--- config.mk ---
export PLATFORM = sky130hd
export DESIGN_NAME = ps2_host_tx
export DESIGN_NICKNAME = d
export VERILOG_FILES = /design/src/rtl/ps2_host_tx.sv
export SDC_FILE = /design/constraint.sdc
export NUM_CORES = 1
export LEC_CHECK = 0
export CORE_UTILIZATION = 45
export DETAILED_ROUTE_END_ITERATION = 7
export PLACE_DENSITY_LB_ADDON = 0.2
export REMOVE_ABC_BUFFERS = 1
export SLEW_MARGIN = 10
export SYNTH_ARGS = -nofsm -noshare
export SYNTH_HDL_FRONTEND = slang
export SYNTH_SLANG_ARGS = --single-unit
--- constraint.sdc ---
create_clock -name clock -period 4.68 [get_ports clock]
set_input_delay 0.702 -clock clock [delete_from_list [all_inputs] [get_ports clock]]
set_output_delay 0.702 -clock clock [all_outputs]
set_load 0.02 [all_outputs]
--- src/rtl/ps2_host_tx.sv ---
// PS/2 host-to-device transmitter: inhibit, request-to-send, clocked-out command
// frame and device acknowledge, with start and packet timeouts.
module ps2_host_tx #(
   parameter int INHIBIT_CYCLES = 6000,
   parameter int RTS_CYCLES     = 1000,
   parameter int START_TIMEOUT  = 750000,
   parameter int PACKET_TIMEOUT = 100000
) (
   input  logic       clock,
   input  logic       resetn,
   input  logic       send,
   input  logic [7:0] cmd,
   input  logic       ps2_clk_in,
   input  logic       ps2_dat_in,
   output logic       ps2_clk_oe,
   output logic       ps2_dat_oe,
   output logic       busy,
   output logic       done,
   output logic       ack_ok,
   output logic       error
);

   localparam int MAX_HOST = (INHIBIT_CYCLES > RTS_CYCLES) ? INHIBIT_CYCLES : RTS_CYCLES;
   localparam int MAX_DEV  = (START_TIMEOUT > PACKET_TIMEOUT) ? START_TIMEOUT : PACKET_TIMEOUT;
   localparam int MAX_CYC  = (MAX_HOST > MAX_DEV) ? MAX_HOST : MAX_DEV;
   localparam int TW       = $clog2(MAX_CYC + 1);

   localparam logic [TW-1:0] INHIBIT_LAST = TW'(INHIBIT_CYCLES - 1);
   localparam logic [TW-1:0] RTS_LAST     = TW'(RTS_CYCLES - 1);
   localparam logic [TW-1:0] START_LAST   = TW'(START_TIMEOUT - 1);
   localparam logic [TW-1:0] PACKET_LAST  = TW'(PACKET_TIMEOUT - 1);

   typedef enum logic [2:0] {
      IDLE,
      INHIBIT,
      RTS,
      SEND,
      WAIT_ACK,
      WAIT_IDLE
   } state_t;

   state_t        state;
   logic [TW-1:0] timer;
   logic [TW-1:0] timer_inc;
   logic [3:0]    bit_cnt;
   logic [9:0]    frame;
   logic          started;
   logic          clk_s1, clk_s2, clk_prev;
   logic          dat_s1, dat_s2;
   logic          fall;
   logic          timed_out;

   assign fall      = clk_prev & ~clk_s2;
   assign timer_inc = (timer == {TW{1'b1}}) ? timer : timer + 1'b1;

   // Before the device's first falling edge only the start window applies;
   // afterwards the whole rest of the packet shares one budget.
   assign timed_out = (state inside {SEND, WAIT_ACK, WAIT_IDLE}) &&
                      (started ? (timer >= PACKET_LAST) : (timer >= START_LAST));

   always_ff @(posedge clock or negedge resetn) begin
      if (!resetn) begin
         // NOTE: synchronizers preset to the idle-high bus level so leaving reset
         // never looks like a falling clock edge.
         clk_s1     <= 1'b1;
         clk_s2     <= 1'b1;
         clk_prev   <= 1'b1;
         dat_s1     <= 1'b1;
         dat_s2     <= 1'b1;
         state      <= IDLE;
         timer      <= '0;
         bit_cnt    <= '0;
         frame      <= '0;
         started    <= 1'b0;
         ps2_clk_oe <= 1'b0;
         ps2_dat_oe <= 1'b0;
         busy       <= 1'b0;
         done       <= 1'b0;
         ack_ok     <= 1'b0;
         error      <= 1'b0;
      end else begin
         clk_s1   <= ps2_clk_in;
         clk_s2   <= clk_s1;
         clk_prev <= clk_s2;
         dat_s1   <= ps2_dat_in;
         dat_s2   <= dat_s1;
         // NOTE: pulse outputs default low each cycle; only the finishing branch raises them.
         done     <= 1'b0;
         error    <= 1'b0;

         if (timed_out) begin
            // Abort lands directly in IDLE so the error cycle can accept a new send.
            state      <= IDLE;
            busy       <= 1'b0;
            error      <= 1'b1;
            ack_ok     <= 1'b0;
            ps2_clk_oe <= 1'b0;
            ps2_dat_oe <= 1'b0;
         end else begin
            case (state)
               IDLE: begin
                  if (send) begin
                     frame      <= {1'b1, ~^cmd, cmd};
                     ack_ok     <= 1'b0;
                     busy       <= 1'b1;
                     ps2_clk_oe <= 1'b1;
                     ps2_dat_oe <= 1'b0;
                     timer      <= '0;
                     state      <= INHIBIT;
                  end
               end
               INHIBIT: begin
                  if (timer >= INHIBIT_LAST) begin
                     timer      <= '0;
                     ps2_dat_oe <= 1'b1;
                     state      <= RTS;
                  end else begin
                     timer <= timer_inc;
                  end
               end
               RTS: begin
                  if (timer >= RTS_LAST) begin
                     timer      <= '0;
                     bit_cnt    <= '0;
                     started    <= 1'b0;
                     ps2_clk_oe <= 1'b0;
                     state      <= SEND;
                  end else begin
                     timer <= timer_inc;
                  end
               end
               SEND: begin
                  if (fall) begin
                     ps2_dat_oe <= ~frame[bit_cnt];
                     bit_cnt    <= bit_cnt + 4'd1;
                     started    <= 1'b1;
                     timer      <= started ? timer_inc : '0;
                     if (bit_cnt == 4'd9) state <= WAIT_ACK;
                  end else begin
                     timer <= timer_inc;
                  end
               end
               WAIT_ACK: begin
                  timer <= timer_inc;
                  if (fall) begin
                     ack_ok <= ~dat_s2;
                     state  <= WAIT_IDLE;
                  end
               end
               WAIT_IDLE: begin
                  timer <= timer_inc;
                  if (clk_s2 && dat_s2) begin
                     busy  <= 1'b0;
                     done  <= 1'b1;
                     state <= IDLE;
                  end
               end
               default: state <= IDLE;
            endcase
         end
      end
   end

endmodule

==> flow_metrics.env, run 1 <==
export IMPL_cp_max_fo=19
export IMPL_finalCritPeriodShare=0.602
export IMPL_start_kind="flip-flop"
export IMPL_slew_headroom=0.474
export IMPL_ys_seq_elements=49
export IMPL_htree_levels=2
export IMPL_detail_route_wl_per_cell_um=15.7
export IMPL_finClkSkew_ps=10.5
export IMPL_clk_pin_slew_ps=100
export IMPL_syn2layout_area_growth_pct=9.46
export IMPL_synth_edf_count=0
export IMPL_drt_pass1_iterations=5
export IMPL_grt_use_total=0.200
export IMPL_min_period_ps=2820
export IMPL_max_freq_mhz=355
export IMPL_rows=28
export IMPL_tns_ps=0
export IMPL_ir_worst_vdd_mv=0.273
export IMPL_hold_viol=0
export IMPL_p_total_mw=1.50
export IMPL_numPortBuffers=18
export IMPL_yosysUniqueCellTypes=56
export IMPL_via_count=2323
export IMPL_rsz0062_at_grt="no"
export IMPL_final_max_slew_viol_count=0
export IMPL_most_common_layout_cells="44 x dfrtp_1, 26 x o21ai_0, 25 x a21oi_1, 19 x nand2_1, 18 x nor2_1"
export IMPL_hold_path_class="in2async"
export IMPL_grt_pass1_wl_um=10300
export IMPL_ctsHoldBuffers=0
export IMPL_vias_per_cell=6.03
export IMPL_nNetsFinal=325
export IMPL_leakagePower_nw=1.20
export IMPL_async_flop_share=1.00
export IMPL_ant_nets=0
export IMPL_clock_sinks=49
export IMPL_core_mm2=0.00606
export IMPL_root_buffer="clkbuf_8"
export IMPL_numCtsBuffers=5
export IMPL_syn_area_per_cell_um2=9.42
export IMPL_final_common_cell="dfrtp_1"
export IMPL_setup_viol=0
export IMPL_post_cts_buffers=0
export IMPL_yosysWarnings=0
export IMPL_critPathArrivalTime_ps=3010
export IMPL_cts_tree="yes"
export IMPL_grt_max_degree=50
export IMPL_power_density_mw_per_mm2=475
export IMPL_fp_dieH_um=82.1
export IMPL_die_w_um=82.1
export IMPL_clockBufferDepth=2
export IMPL_tightest_slew_ps=784
export IMPL_die_area_mm2=0.00673
export IMPL_route_detailed_drc=0
export IMPL_finalWirelength_um=6050
export IMPL_worst_setup_path_type="reg2reg"
export IMPL_cp_end_kind="flip-flop"
export IMPL_synthFlopType="dfrtp_1"
export IMPL_syn_area_mm2=0.00288
export IMPL_place_congestion=0.844
export IMPL_netlist_instances=306
export IMPL_drive_gt1_frac=0.142
export IMPL_initial_core_util=0.476
export IMPL_place_hpwl_um=4200
export IMPL_drt_iter0_drc=152
export IMPL_clk_latency_ps=310
export IMPL_globalRoute_totalOverflow=0
export IMPL_ioPinCount=19
export IMPL_antennaDiodeCount=0
export IMPL_yosysSeqAreaShare=0.427
export IMPL_cts_resized=0
export IMPL_required_ps=4870
export IMPL_maxCapViolations=0
export IMPL_outcome="completed"
export IMPL_first_global_vias=2107
export IMPL_antenna_found_initial=0
## Yosys cell counts (6+ instances only)
cell      instances  area share
dfrtp_1          44        0.38
nor4_1           13       0.028
a22o_1            7       0.021
nand2_1          19       0.025
nand3_1          12       0.021
nor2_1           18       0.023
nor3_1            8       0.014
nand4_1           6       0.013
o21ai_0          26       0.045
clkbuf_1          9       0.012
inv_1             8       0.010
mux2_2           10       0.039
a21oi_1          25       0.043
buf_2            11       0.019
xnor2_1           7       0.021
## cell type report
| type | count | area [µm²] |
|---|---|---|
| fillers | 576 | 2900 |
| multi-input cells | 225 | 1500 |
| flip-flops and latches | 49 | 1230 |
| repair buffers | 20 | 203 |
| well taps | 75 | 93.8 |
| clock buffers | 6 | 82.6 |
| inverters | 8 | 30.0 |
| clock inverters | 2 | 17.5 |
## registers in the layout (all words and copies together) (netlist names), 3 cells and up
name / cells
frame: 10
bit_cnt: 4
state: 3
timer: 20
## path summary, 6_finish.rpt
path | startpoint | endpoint | slack (ps) | depth (start not counted)
max | timer[0] | timer[19] | 1860 | 7
min | resetn | frame[9] | 270 | 1
max reg2reg | timer[0] | timer[19] | 1860 | 7
min reg2reg | clk_s1 | clk_s2 | 360 | 0
max in group asynchronous | resetn | clk_s1 | 3840 | 2
min in group clock | clk_s1 | clk_s2 | 360 | 0
## stage by stage
step / worst slack [ps] / util / instance area [µm²] / std cells / hold WS, ps
3_5_place_dp: 1920 / 0.501 / 3040 / 376 / 349
6_report: 1860 / 0.521 / 3160 / 385 / 273
5_1_grt: 1660 / 0.521 / 3160 / 385 / 291
3_3_place_gp: 2050 / 0.501 / 3040 / 376 / 347
4_1_cts: 1910 / 0.518 / 3140 / 384 / 363
2_1_floorplan: 2200 / - / 2750 / 282 / 345
## per-layer routing
layer / wire (µm) / GRT usage
met1: 3150 / 0.304
met2: 2650 / 0.288
met3: 190 / 0.0300
met4: 52 / 0.0632
met5: 0 / 0
## critical path: stages, from the launching register on
cell	delay, ps
dfrtp_1	390
ha_1	270
nand4_1	320
a211oi_1	380
o21ai_1	150
nor2_2	570
nor3_2	280
a221o_1	340
## power by group
group | switching, mW | internal (mW)
Combinational | 0.335 | 0.280
Clock | 0.151 | 0.123
Sequential | 0.0997 | 0.510
## cell families (layout without fill, tap and decap cells)
| group | count (synthesis) | in the layout | share of synthesized area |
|---|---|---|---|
| compound gates | 96 | 96 | 0.225 |
| buf+inv | 32 | 36 | 0.0555 |
| flops | 49 | 49 | 0.427 |
| mux | 13 | 13 | 0.0581 |
| simple gates | 106 | 106 | 0.200 |
| fa+ha+maj | 3 | 3 | 0.0130 |
| xor+xnor | 7 | 7 | 0.0213 |
Power figures use the tool's default switching activity.
==> run 2, diff against run 1 <==
==> constraint.sdc (replaced) <==
create_clock -name clock -period 2.8 [get_ports clock]
set_input_delay 0.42 -clock clock [delete_from_list [all_inputs] [get_ports clock]]
set_output_delay 0.42 -clock clock [all_outputs]
set_load 0.02 [all_outputs]
==> flow_metrics.env, run 2 (synthesized netlist as in run 1, its figures left out) <==
export IMPL_root_buffer="clkbuf_8"
export IMPL_cp_top_family="simple AND/OR/NAND/NOR gates"
export IMPL_nNetsFinal=332
export IMPL_initial_core_util=0.476
export IMPL_drive_gt1_frac=0.161
export IMPL_setup_viol=0
export IMPL_drt_pass1_iterations=5
export IMPL_vias_per_cell=6.10
export IMPL_syn2layout_area_growth_pct=10.8
export IMPL_cts_resized=0
export IMPL_core_mm2=0.00606
export IMPL_power_density_mw_per_mm2=794
export IMPL_tns_ps=0
export IMPL_htree_levels=2
export IMPL_die_area_mm2=0.00673
export IMPL_antenna_found_initial=0
export IMPL_clockBufferDepth=2
export IMPL_reg_top3="timer x20, frame x10, bit_cnt x4"
export IMPL_first_global_vias=2229
export IMPL_most_common_layout_cells="44 x dfrtp_1, 26 x o21ai_0, 25 x a21oi_1, 19 x nand2_1, 18 x nor2_1"
export IMPL_antennaDiodeCount=0
export IMPL_final_cells=392
export IMPL_stdcell_area_mm2=0.00319
export IMPL_worst_hold_slack_ps=267
export IMPL_ff2ff_path_depth=6
export IMPL_numCtsBuffers=5
export IMPL_placed_cells=384
export IMPL_drt_iter0_drc=232
export IMPL_crit_buf_inv=0
export IMPL_outcome="completed"
export IMPL_slew_headroom=0.321
export IMPL_cpPeakStageDelay_ps=650
export IMPL_place_hpwl_um=4430
export IMPL_rows=28
export IMPL_hold_path_class="in2async"
export IMPL_required_ps=3050
export IMPL_final_max_slew_viol_count=0
export IMPL_cp_max_fo=13
export IMPL_detail_route_wl_per_cell_um=16.1
export IMPL_nFillCells=572
export IMPL_leakagePower_nw=1.23
export IMPL_rsz0062_at_grt="no"
export IMPL_min_period_ps=2550
export IMPL_die_w_um=82.1
export IMPL_ctsHoldBuffers=0
export IMPL_maxCapViolations=0
export IMPL_grt_max_degree=47
export IMPL_final_common_cell="dfrtp_1"
export IMPL_start_kind="flip-flop"
export IMPL_finClkSkew_ps=14.2
export IMPL_worst_setup_path_type="reg2reg"
export IMPL_grt_use_total=0.206
export IMPL_numPortBuffers=18
export IMPL_clock_sinks=49
export IMPL_cp_end_kind="flip-flop"
export IMPL_hold_viol=0
export IMPL_max_freq_mhz=392
export IMPL_clk_pin_slew_ps=110
export IMPL_ioPinCount=19
export IMPL_place_congestion=0.869
export IMPL_r2r_start="state[2]"
export IMPL_globalRoute_totalOverflow=0
export IMPL_reg2reg_slack_ps=250
export IMPL_cts_tree="yes"
export IMPL_finalWirelength_um=6300
export IMPL_critPathSlowestCell="nor3_2"
export IMPL_ant_nets=0
export IMPL_post_cts_buffers=0
export IMPL_tightest_slew_ps=1020
export IMPL_clk_latency_ps=320
export IMPL_route_detailed_drc=0
export IMPL_ir_worst_vdd_mv=0.409
export IMPL_finalCritPeriodShare=0.912
export IMPL_via_count=2390
export IMPL_fp_dieH_um=82.1
export IMPL_largest_register="timer"
export IMPL_r2r_end="timer[0]"
export IMPL_worstPathCellList="nor3b_1 -> nand4_1 -> a21oi_1 -> a211oi_4 -> nor3_2 -> mux2_2"
export IMPL_grt_pass1_wl_um=10500
export IMPL_dpl_cell_area_mm2=0.00310
export IMPL_largest_register_ffs=20
export IMPL_critPathArrivalTime_ps=2810
## run 2: worst max path at each step
stage / start / end / slack, ps / cells past startpoint
finish: state[2] / timer[0] / 250 / 6
global route: timer[16] / timer[0] / 60 / 6
CTS: state[2] / timer[0] / 230 / 6
detailed placement: state[2] / timer[0] / 260 / 6
global placement: state[2] / timer[0] / 320 / 6
floorplan: state[0] / frame[0] / 440 / 2
## run 2: cell type report
cell class / count / area [µm²] / area share
Clock buffer: 5 / 68.8 / 0.0215
Tap cell: 75 / 93.8 / 0.0294
Inverter: 8 / 30.0 / 0.00940
Timing Repair Buffer: 27 / 243 / 0.0760
Clock inverter: 3 / 28.8 / 0.00901
Multi-Input combinational cell: 225 / 1500 / 0.469
Sequential cell: 49 / 1230 / 0.386
## run 2: metal layers
layer  part of all wire  GRT usage  routed length, µm
met5                  0          0                  0
met2               0.45      0.318               2850
met1               0.47      0.286               2960
met3              0.059     0.0456                372
met4              0.017     0.0632                110
## run 2: stage by stage
step                power [mW]   util  setup WS, ps
finish                    2.54  0.527           246
global route              2.71  0.527          55.2
floorplan                 1.75      -           441
CTS                       2.55  0.527           230
detailed placement        2.09  0.511           258
global placement          2.06  0.511           320
## run 2: power breakdown
| part | internal (mW) | switching [mW] |
|---|---|---|
| Clock | 0.189 | 0.276 |
| Combinational | 0.489 | 0.601 |
| Sequential | 0.853 | 0.130 |
## run 2: worst register-to-register path: stages, from the launching register on
cell	delay, ps
dfrtp_1	530
nor3b_1	350
nand4_1	130
a21oi_1	420
a211oi_4	130
nor3_2	650
mux2_2	280
